### config.mk
export PLATFORM = sky130hd
export DESIGN_NAME = dm_rmw_controller
export DESIGN_NICKNAME = d
export VERILOG_FILES = /design/src/rtl/mem_ctrl_pkg.sv /design/src/rtl/byte_lane_merge.sv /design/src/rtl/dm_rmw_controller.sv
export SDC_FILE = /design/constraint.sdc
export NUM_CORES = 1
export LEC_CHECK = 0
export ABC_AREA = 1
export CORE_UTILIZATION = 42
export DETAILED_ROUTE_END_ITERATION = 7
export GPL_ROUTABILITY_DRIVEN = 1
export PLACE_DENSITY_LB_ADDON = 0.05
export SLEW_MARGIN = 20
export SYNTH_ARGS = -nofsm -noshare
export SYNTH_HDL_FRONTEND = slang
export SYNTH_SLANG_ARGS = --single-unit
### constraint.sdc
create_clock -name clk -period 1.8 [get_ports clk]
set_clock_uncertainty 0.05 [all_clocks]
set_input_delay 0.18 -clock clk [delete_from_list [all_inputs] [get_ports clk]]
set_output_delay 0.18 -clock clk [all_outputs]
set_load 0.05 [all_outputs]
### src/rtl/mem_ctrl_pkg.sv
// Shared types and constants for the data-memory read-modify-write sequencer.
package mem_ctrl_pkg;

  // Sequencer states
  typedef enum logic [2:0] {
    ST_IDLE   = 3'd0,
    ST_RD     = 3'd1,
    ST_RMW_RD = 3'd2,
    ST_WR     = 3'd3,
    ST_DONE   = 3'd4
  } state_e;

  // Byte-enable shorthands
  localparam logic [3:0] BE_WORD = 4'b1111;
  localparam logic [3:0] BE_NONE = 4'b0000;

  // Defaults for the controller parameters
  localparam int unsigned DEFAULT_TIMEOUT = 16;
  localparam logic [31:0] DEFAULT_POISON  = 32'hDEADBEEF;

  // Big-endian lanes: be bit 3 holds bits 31:24, which is byte offset 0.
  function automatic logic [1:0] lane_to_offset(input logic [1:0] lane);
    return 2'd3 - lane;
  endfunction

  // Inverse mapping: single-byte enable for a byte offset within the word.
  function automatic logic [3:0] offset_to_be(input logic [1:0] offset);
    return 4'b1000 >> offset;
  endfunction

endpackage

### src/rtl/byte_lane_merge.sv
// Combinational 4-lane byte mux: each enabled lane takes the new byte,
// every other lane keeps the old byte. be bit i selects bits 8*i+7:8*i.
module byte_lane_merge (
  input  logic [3:0]  i_be,
  input  logic [31:0] i_new,
  input  logic [31:0] i_old,
  output logic [31:0] o_merged
);

  // Per-lane select between new and old data
  always_comb begin
    // NOTE: assign a full default before any conditional update so no path leaves the output unassigned (that would infer a latch).
    o_merged = i_old;
    for (int lane = 0; lane < 4; lane++) begin
      if (i_be[lane]) begin
        o_merged[8*lane +: 8] = i_new[8*lane +: 8];
      end
    end
  end

endmodule

### src/rtl/dm_rmw_controller.sv
// Sequencer between the MEM stage and a word-only handshaked data memory.
// Loads become one read, full-word stores one write, partial stores a
// read-modify-write. The pipeline is stalled while an access is in flight,
// and a wait counter abandons any transaction the memory never acknowledges.
module dm_rmw_controller
  import mem_ctrl_pkg::*;
#(
  parameter int unsigned TIMEOUT = DEFAULT_TIMEOUT,
  parameter logic [31:0] POISON  = DEFAULT_POISON
) (
  input  logic        clk,
  input  logic        rst_n,
  // MEM-stage side
  input  logic        req_valid,
  input  logic        req_write,
  input  logic [31:0] req_addr,
  input  logic [3:0]  req_be,
  input  logic [31:0] req_wdata,
  output logic        stall,
  output logic [31:0] rdata,
  output logic        rdata_valid,
  output logic        err,
  // Memory side
  output logic        mem_req,
  output logic        mem_we,
  output logic [31:0] mem_addr,
  output logic [31:0] mem_wdata,
  input  logic        mem_ack,
  input  logic [31:0] mem_rdata
);

  localparam int unsigned      CNT_W    = $clog2(TIMEOUT);
  localparam logic [CNT_W-1:0] CNT_LAST = CNT_W'(TIMEOUT - 1);

  state_e            r_state;
  state_e            w_state_nxt;
  logic [CNT_W-1:0]  r_wait_cnt;
  logic              r_write;
  logic [3:0]        r_be;
  logic [31:0]       r_rdata;
  logic              r_err;
  logic              r_mem_req;
  logic              r_mem_we;
  logic [31:0]       r_mem_addr;
  logic [31:0]       r_mem_wdata;   // write buffer: store data, later merged word
  logic              w_ack;
  logic              w_timeout;
  logic              w_wait_state;
  logic              w_accept;
  logic [31:0]       w_merged;
  logic              w_unused_addr_bits;

  // Word memory: the byte offset only matters through the byte enables.
  assign w_unused_addr_bits = &{1'b0, req_addr[1:0]};

  // An ack only counts while a request is actually outstanding.
  assign w_ack        = mem_ack & r_mem_req;
  assign w_wait_state = (r_state == ST_RD) | (r_state == ST_RMW_RD) | (r_state == ST_WR);
  assign w_accept     = (r_state == ST_IDLE) & req_valid;

  // Overlay the latched store lanes onto the word read back from memory.
  byte_lane_merge u_merge (
    .i_be     (r_be),
    .i_new    (r_mem_wdata),
    .i_old    (mem_rdata),
    .o_merged (w_merged)
  );

  // Next-state selection and timeout detection
  always_comb begin
    w_state_nxt = r_state;
    w_timeout   = 1'b0;
    unique case (r_state)
      ST_IDLE: begin
        if (req_valid) begin
          if (!req_write)              w_state_nxt = ST_RD;
          else if (req_be == BE_WORD)  w_state_nxt = ST_WR;
          else if (req_be == BE_NONE)  w_state_nxt = ST_DONE;
          else                         w_state_nxt = ST_RMW_RD;
        end
      end
      ST_RD, ST_RMW_RD, ST_WR: begin
        if (w_ack) begin
          w_state_nxt = (r_state == ST_RMW_RD) ? ST_WR : ST_DONE;
        end else if (r_wait_cnt == CNT_LAST) begin
          w_timeout   = 1'b1;
          w_state_nxt = ST_DONE;
        end
      end
      ST_DONE: w_state_nxt = ST_IDLE;
      default: w_state_nxt = ST_IDLE;
    endcase
  end

  // State register and per-state wait counter
  always_ff @(posedge clk or negedge rst_n) begin
    if (!rst_n) begin
      r_state    <= ST_IDLE;
      r_wait_cnt <= '0;
    end else begin
      // NOTE: sequential state uses non-blocking assignments so every register samples pre-edge values.
      r_state <= w_state_nxt;
      if (w_state_nxt != r_state) begin
        r_wait_cnt <= '0;
      end else if (w_wait_state) begin
        r_wait_cnt <= r_wait_cnt + CNT_W'(1);
      end
    end
  end

  // Request latch, write buffer, read data, error flag and registered memory outputs
  always_ff @(posedge clk or negedge rst_n) begin
    if (!rst_n) begin
      r_write     <= 1'b0;
      r_be        <= BE_NONE;
      r_rdata     <= '0;
      r_err       <= 1'b0;
      r_mem_req   <= 1'b0;
      r_mem_we    <= 1'b0;
      r_mem_addr  <= '0;
      r_mem_wdata <= '0;
    end else begin
      if (w_accept) begin
        r_write     <= req_write;
        r_be        <= req_be;
        r_mem_addr  <= {req_addr[31:2], 2'b00};
        r_mem_wdata <= req_wdata;
      end
      if ((r_state == ST_RMW_RD) && w_ack) begin
        r_mem_wdata <= w_merged;
      end
      if (r_state == ST_RD) begin
        if (w_ack)          r_rdata <= mem_rdata;
        else if (w_timeout) r_rdata <= POISON;
      end
      if (w_timeout) begin
        r_err <= 1'b1;
      end
      r_mem_req <= (w_state_nxt == ST_RD) | (w_state_nxt == ST_RMW_RD) | (w_state_nxt == ST_WR);
      r_mem_we  <= (w_state_nxt == ST_WR);
    end
  end

  // Stall is combinational on the incoming request and is forced low in reset.
  assign stall       = rst_n & (w_accept | w_wait_state);
  assign rdata_valid = (r_state == ST_DONE) & ~r_write;
  assign rdata       = r_rdata;
  assign err         = r_err;
  assign mem_req     = r_mem_req;
  assign mem_we      = r_mem_we;
  assign mem_addr    = r_mem_addr;
  assign mem_wdata   = r_mem_wdata;

endmodule

Word level (Yosys, flattened, before mapping). Cells that the tools add are included.

$add $sub $neg: 1. Eq/ne operators: 14. Mux-type cells: 21. Bitwise logic cells: 10. Reduce and logical (&&, ||, !) cells: 12.

Operator list (count): $mux 32 (4); $mux 8 (4); $mux 3 (7); $eq 3x2->1 const B (4); $reduce_and 2->1 (5); $eq 4x4->1 const B (2); $mux 4 (2); $ne 2x2->1 const B (4); $eq 3x1->1 const B (2); $pmux 3 s2 (1); $reduce_bool 2->1 (3); $or 1x1->1 (5); $add 4x1->4 const B (1); $and 1x1->1 (4); $logic_not 4->1 (1); $eq 3x3->1 const B (1); $logic_not 3->1 (1); $mux 1 (3); $ne 3x3->1 (1); $reduce_or 3->1 (1); $logic_and 1x1->1 (1); $not 1->1 (1).

Register bits after elaboration: 109.

Logic depth before layout (Yosys ltp). Gate-level depths: netlist of the first run.

Depth in word-level cells: 9. Gate-level depth with buffers: 10.

By module. A second synthesis of the first run with hierarchy kept.

Cell total of the unflattened synthesis: 544. Area total of the unflattened synthesis: 4817.1 sq um.

By module, submodules not included: dm_rmw_controller (times used 1, cells an instance 440, area an instance 4396.7 sq um, sequential area each 2727.6 sq um); byte_lane_merge (times used 1, cells an instance 104, area an instance 420.4 sq um, sequential area each 0.0 sq um).

Worst setup path after synthesis of the first run. OpenSTA, ideal clock, no wires.

Path kind: register to output. From: register r_state[0]. To: output port rdata_valid. Arrival: 2.007 ns. Data required time: 1.570 ns. Slack: -0.437 ns. Stages on the path, launching flop included: 2. Cells stage by stage: dfrtp_1 > nor4_1.

Longest elaborated chain between the ends: 2.

Ends and longest elaborated chain: start: declaration (line dm_rmw_controller.sv:35) `state_e r_state;`; start signal: assignment (line dm_rmw_controller.sv:102) `r_state <= w_state_nxt;`; $eq 3x3->1 (line dm_rmw_controller.sv:146) `assign rdata_valid = (r_state == ST_DONE) & ~r_write;`; $and 1x1->1 (line dm_rmw_controller.sv:146); end: declaration (line dm_rmw_controller.sv:21) `output logic rdata_valid,`.

Every way passes these cells.

Worst setup path in the final report of the first run.
From: register r_mem_addr[5] (netlist: mem_addr[5]). To: output port mem_addr[5].

RTL lines: start: declaration (line dm_rmw_controller.sv:44) `logic [31:0] r_mem_addr;`; start signal: assignment (line dm_rmw_controller.sv:126) `r_mem_addr <= {req_addr[31:2], 2'b00};`; end: declaration (line dm_rmw_controller.sv:26) `output logic [31:0] mem_addr,`.

No word-level cell between the ends.

==> impl_metrics.toml, run 1 <==
[clock_network]
clkSinkCount = 109
htreeDepth = 3
cts_tree = "yes"
clockRootBuffer = "clkbuf_8"
clk_latency_ns = 0.37
clkTransAtPathRegs_ns = 0.10
cts_buffer_depth = 2
cts_inserted_buffers = 9

[route]
drc = 0
drtAntennaViolNets = 0
wl_per_cell_microns = 15.0
dr.pass1.iters = 5
vias = 4230
routed_wl_mm = 13.1
vias_per_cell = 4.86
drt-initial-drc-count = 219

[setup_path]
cpPeakStageDelay_ns = 0.80
path_class = "reg -> out"
startpoint_type = "flip-flop"
critPathBufInv = 1
r2r_slack_ns = 0.14
r2r_cells = 7
path_depth = 1
cp_max_fo = 2
slowest_stage = "clkdlybuf4s50_1"
cp_top_family = "buffers and inverters"
crit_arrival_ns = 1.54
path_cells = "clkdlybuf4s50_1"
cp_data_required_time_ns = 1.57
end_kind = "output port"

[global_route]
overflow = 0
grt_pass1_vias = 4082
grt_pass1_wl_mm = 20.2
antenna_found_initial = 0
grt_max_degree = 110
grt_use_total_pct = 23.1

[floorplanning]
fp.dieArea_sq_um = 11400
ioPinCount = 206
die_x_microns = 107
initial_core_util_pct = 43.9
core_area_sq_um = 10500
rows = 37
die_y_microns = 107

[placed_design]
post-place-ws_ns = 0.0438
place_inst = 849
io_buffers = 201
place_congestion = 0.842
dp_hpwl_mm = 9.23

[synthesis]
yosysSeqAreaShare_pct = 59.4
synthCells = 515
syn_avg_cell_area_sq_um = 8.91
ys.warnings.count = 0
synth_seq_cells = 109
syn_area_sq_um = 4590
netlist-cell-type-count = 31

[cells_and_area]
drive_gt1_share_pct = 9.52
final-seq-area_sq_um = 2730
final_core_util_pct = 69.3
final_cells = 871
layout.nets = 836
fill_cells = 865
area_growth_syn_to_layout_pct = 57.8
multi_input_area_sq_um = 1700
diodes = 0

[timing]
finalCriticalPeriod_ns = 1.77
tightest_slew_ns = 0.611
drv_slew = 0
hold_violations = 0
hold_ws_ns = 0.280
setup_viol = 0
fmax_ghz = 0.564
max-slew-margin-rel_pct = 59.3
fin_ws_ns = 0.0280
min_period_over_period_pct = 98.4

[power]
p_leak_nw = 3.72
power_density_nw_per_um2 = 1960
vdd_drop_max_v = 0.000989
p_total_mw = 14.2

[hold_path]
min_path_cells = 3
worstHoldPathType = "in -> reg"

[outcome]
status = "finished, final reports clean"

[run]
cap_violations = 0
-- layout make-up --
cell class | instances | area share (%)
tap | 136 | 2.35
clock inverter | 6 | 1.19
clock buffer | 10 | 1.76
multi-input combinational | 370 | 23.5
timing repair buffer | 226 | 32.8
sequential | 109 | 37.7
inverter | 14 | 0.794
-- sequential cells by signal (all words and copies together) (netlist names) --
register    count
err             1
r_be            4
r_write         1
mem_req         1
rdata          32
mem_addr       30
mem_wdata      32
r_wait_cnt      4
r_state         3
mem_we          1
-- repair_timing --
item | in CTS | in global routing
endpoints found under the hold margin | 109 | 0
hold buffers | 1 | 0
endpoints found under the setup margin | 26 | 54
buffers inserted | 0 | 5
pin swaps | 1 | 1
gates resized for setup | 27 | 56
-- per-layer routing --
layer | track usage (%) | vias up | routed length, microns | share of wire, %
li1 | - | 2074 | - | -
met1 | 28.6 | 1981 | 5450 | 42
met5 | 0 | - | 0 | 0
met3 | 5.40 | 21 | 955 | 7.3
met4 | 8.61 | 0 | 227 | 1.7
met2 | 39.1 | 154 | 6430 | 49
-- logic make-up after synthesis --
family / Yosys count / synth area share, %
compound gates: 53 / 8.42
other cells: 1 / 0.0817
simple gates: 310 / 26.8
xor+xnor: 3 / 0.572
mux: 1 / 0.218
buf+inv: 37 / 4.25
flops: 109 / 59.4
fa+ha+maj: 1 / 0.273
-- final timing paths --
| path | to | start |
|---|---|---|
| setup / recovery | mem_addr[5] | mem_addr[5]$_DFFE_PN0P_ |
| hold / removal | mem_addr[4]$_DFFE_PN0P_ | req_addr[4] |
| setup reg to reg | rdata[29]$_DFFE_PN0P_ | r_state[2]$_DFF_PN0_ |
| hold reg to reg | err$_DFFE_PN0P_ | err$_DFFE_PN0P_ |
| max in group asynchronous | r_state[0]$_DFF_PN0_ | rst_n |
| min in group asynchronous | mem_wdata[19]$_DFFE_PN0P_ | rst_n |
-- report_power, final --
part           internal [mW]  switching [mW]
Sequential              3.56           0.619
Clock                  0.786           0.851
Combinational           2.71            5.70
-- cell usage after synthesis, drive strengths merged --
cell    number  area share [%]
nand3        7             1.3
o21ai       10             2.1
clkbuf       7            0.57
buf         16             2.5
nor4         1            0.14
nand4        2            0.27
nand2      202              17
o22a         7             1.3
a22o         2            0.38
a31oi       32             4.4
a21oi        1            0.11
nor2        96             8.2
mux2i        1            0.22
or2          1            0.14
dfrtp      109              59
ha           1            0.27
xor2         3            0.57
nand3b       1            0.16
o21a         1            0.16
inv         14             1.2
conb         1           0.082
-- metrics by stage --
| step | cell area, sq um | setup TNS, ns |
|---|---|---|
| 5_1_grt | 7250 | -0.00141 |
| 3_3_place_gp | 6860 | 0 |
| 4_1_cts | 7050 | -0.00337 |
| 3_5_place_dp | 6860 | 0 |
| 6_report | 7250 | 0 |
| 2_1_floorplan | 4600 | 0 |
-- worst min-delay path, cell delays in order --
cell	delay (ns)
clkdlybuf4s50_1	0.39
nand2_1	0.06
nand2_1	0.04
-- placed cells by master (no fill, tap or decap), drive strengths merged --
| master | n |
|---|---|
| clkinv | 2 |
| dlygate4sd2 | 25 |
| o21a | 1 |
| ha | 1 |
| nand4 | 2 |
| a31oi | 32 |
| a21oi | 1 |
| clkinvlp | 1 |
| dlymetal6s2s | 52 |
| conb | 2 |
| clkdlybuf4s50 | 113 |
| mux2i | 1 |
| inv | 15 |
| clkbuf | 10 |
| nand3b | 1 |
| nor4 | 1 |
| dfrtp | 109 |
| or2 | 1 |
| bufinv | 2 |
| xor2 | 3 |
| nand3 | 7 |
| buf | 35 |
| nand2 | 202 |
| a22o | 2 |
| o21ai | 10 |
| o22a | 7 |
| dlygate4sd3 | 1 |
| nor2 | 96 |
No activity file was read; power rests on OpenSTA's default activity.
==> inputs of run 2 (changes only) <==
- REMOVE_ABC_BUFFERS: default -> 1
==> impl_metrics.toml, run 2 (synthesis results as in run 1) <==
[outcome]
status = "finished, final reports clean"

[hold_path]
worstHoldPathType = "in -> reg"

[clock_network]
cts_tree = "yes"
clkSinkCount = 109
cts_buffer_depth = 2
clkTransAtPathRegs_ns = 0.10
htreeDepth = 3
clk_latency_ns = 0.36
clockRootBuffer = "clkbuf_8"
cts_inserted_buffers = 9

[cells_and_area]
stdcell_area_sq_um = 7270
drive_gt1_share_pct = 8.48
layout.nets = 832
area_growth_syn_to_layout_pct = 58.4
final_cells = 868
final_common_cell = "nand2_1"
fill_cells = 847
final_cell_mix = "200 x nand2_1, 118 x clkdlybuf4s50_1, 107 x dfrtp_1"

[floorplanning]
fp.dieArea_sq_um = 11400
initial_core_util_pct = 43.9
die_x_microns = 107
rows = 37
die_y_microns = 107
ioPinCount = 206
core_area_sq_um = 10500

[placed_design]
post-place-ws_ns = -0.000905
io_buffers = 201
place_congestion = 0.820
place_inst = 848
dp_hpwl_mm = 9.16
place_area_sq_um = 6860

[power]
pwr-share-comb_pct = 59.1
switching_share_pct = 49.7
p_seq_share_pct = 29.2
p_sw_mw = 7.10
p_total_mw = 14.3
p_int_mw = 7.18
pwr-share-clk_pct = 11.7
power_density_nw_per_um2 = 1960
vdd_drop_max_v = 0.000996
p_leak_nw = 3.81

[global_route]
grt_max_degree = 110
grt_pass1_wl_mm = 20.7
overflow = 0
grt_pass1_vias = 4292
grt_use_total_pct = 23.5
antenna_found_initial = 1

[timing]
hold_violations = 0
rsz0062_at_grt = "true"
min_period_over_period_pct = 98.2
tightest_slew_ns = 0.559
finalCriticalPeriod_ns = 1.77
fmax_ghz = 0.566
drv_slew = 0
fin_ws_ns = 0.0324
max-slew-margin-rel_pct = 62.7
setup_viol = 0

[setup_path]
cp_max_fo = 2
crit_arrival_ns = 1.54
critPathBufInv = 1
startpoint_type = "flip-flop"
end_kind = "output port"
path_class = "reg -> out"
cp_top_family = "buffers and inverters"
cp_data_required_time_ns = 1.57
cpPeakStageDelay_ns = 0.83
slowest_stage = "clkdlybuf4s50_1"
path_cells = "clkdlybuf4s50_1"

[route]
routed_wl_mm = 12.8
drtAntennaViolNets = 0
dr.pass1.iters = 5
drc = 0
drt-initial-drc-count = 214
vias_per_cell = 4.86
wl_per_cell_microns = 14.8
vias = 4221

[run]
cap_violations = 0
-- run 2: changes by cell type in the layout (fill, tap and decap cells not counted), moves of 2 or more --
cell             before  now
dlymetal6s2s_1       52   63
clkbuf_8              9   11
clkinv_2              2    0
buf_4                27   19
dlygate4sd2_1        25   12
clkdlybuf4s50_1     113  118
-- run 2: cell type report --
type / instances / area (sq um) / area share [%]
multi-input cells: 370 / 1680 / 23.1
repair buffers: 222 / 2410 / 33.1
diodes: 1 / 2.50 / 0.0344
well taps: 136 / 170 / 2.34
flip-flops and latches: 109 / 2730 / 37.5
clock inverters: 3 / 67.6 / 0.929
clock buffers: 13 / 159 / 2.19
inverters: 14 / 55.1 / 0.757
-- run 2: worst paths after layout --
kind / depth (start not counted) / slack, ns / to / startpoint
setup reg to reg: 7 / 0.12 / rdata[24]$_DFFE_PN0P_ / r_state[2]$_DFF_PN0_
hold reg to reg: 2 / 0.42 / err$_DFFE_PN0P_ / err$_DFFE_PN0P_
max in group asynchronous: 3 / 0.81 / r_state[0]$_DFF_PN0_ / rst_n
hold / removal: 3 / 0.29 / mem_addr[10]$_DFFE_PN0P_ / req_addr[10]
min in group asynchronous: 3 / 0.48 / mem_addr[18]$_DFFE_PN0P_ / rst_n
setup / recovery: 1 / 0.03 / mem_wdata[6] / mem_wdata[6]$_DFFE_PN0P_
-- run 2: repair_timing --
| item | 4_1_cts | 5_1_grt |
|---|---|---|
| hold buffers | 1 | 0 |
| hold endpoints to repair | 109 | 0 |
| endpoints found under the setup margin | 14 | 64 |
| buffers inserted | 1 | 1 |
| pin swaps | 1 | 0 |
| resized for setup | 15 | 64 |
-- run 2: layer usage --
| metal | wire [microns] | GRT usage [%] | up-vias |
|---|---|---|---|
| met2 | 6060 | 39.2 | 168 |
| met4 | 323 | 10.2 | 0 |
| li1 | - | - | 2056 |
| met3 | 1110 | 5.95 | 23 |
| met1 | 5340 | 29.0 | 1974 |
| met5 | 0 | 0 | - |
-- run 2: through the flow --
step / hold WS, ns / utilization (%) / setup TNS (ns)
global route: 0.282 / 69.5 / -0.0257
global placement: 0.297 / 65.6 / 0
detailed placement: 0.298 / 65.6 / -0.000905
CTS: 0.270 / 67.9 / -0.0128
floorplan: -0.166 / - / -23.94
finish: 0.286 / 69.5 / 0
-- run 2: power by group through the flow --
stage | registers [mW] | clock network [mW] | logic [mW]
final | 4.17 | 1.67 | 8.44
after global routing | 4.31 | 1.81 | 8.93
after CTS | 4.20 | 1.72 | 8.54
after detailed placement | 4.24 | 0 | 8.58
after global placement | 4.19 | 0 | 8.45
after floorplan | 7.78 | 0 | 1.77
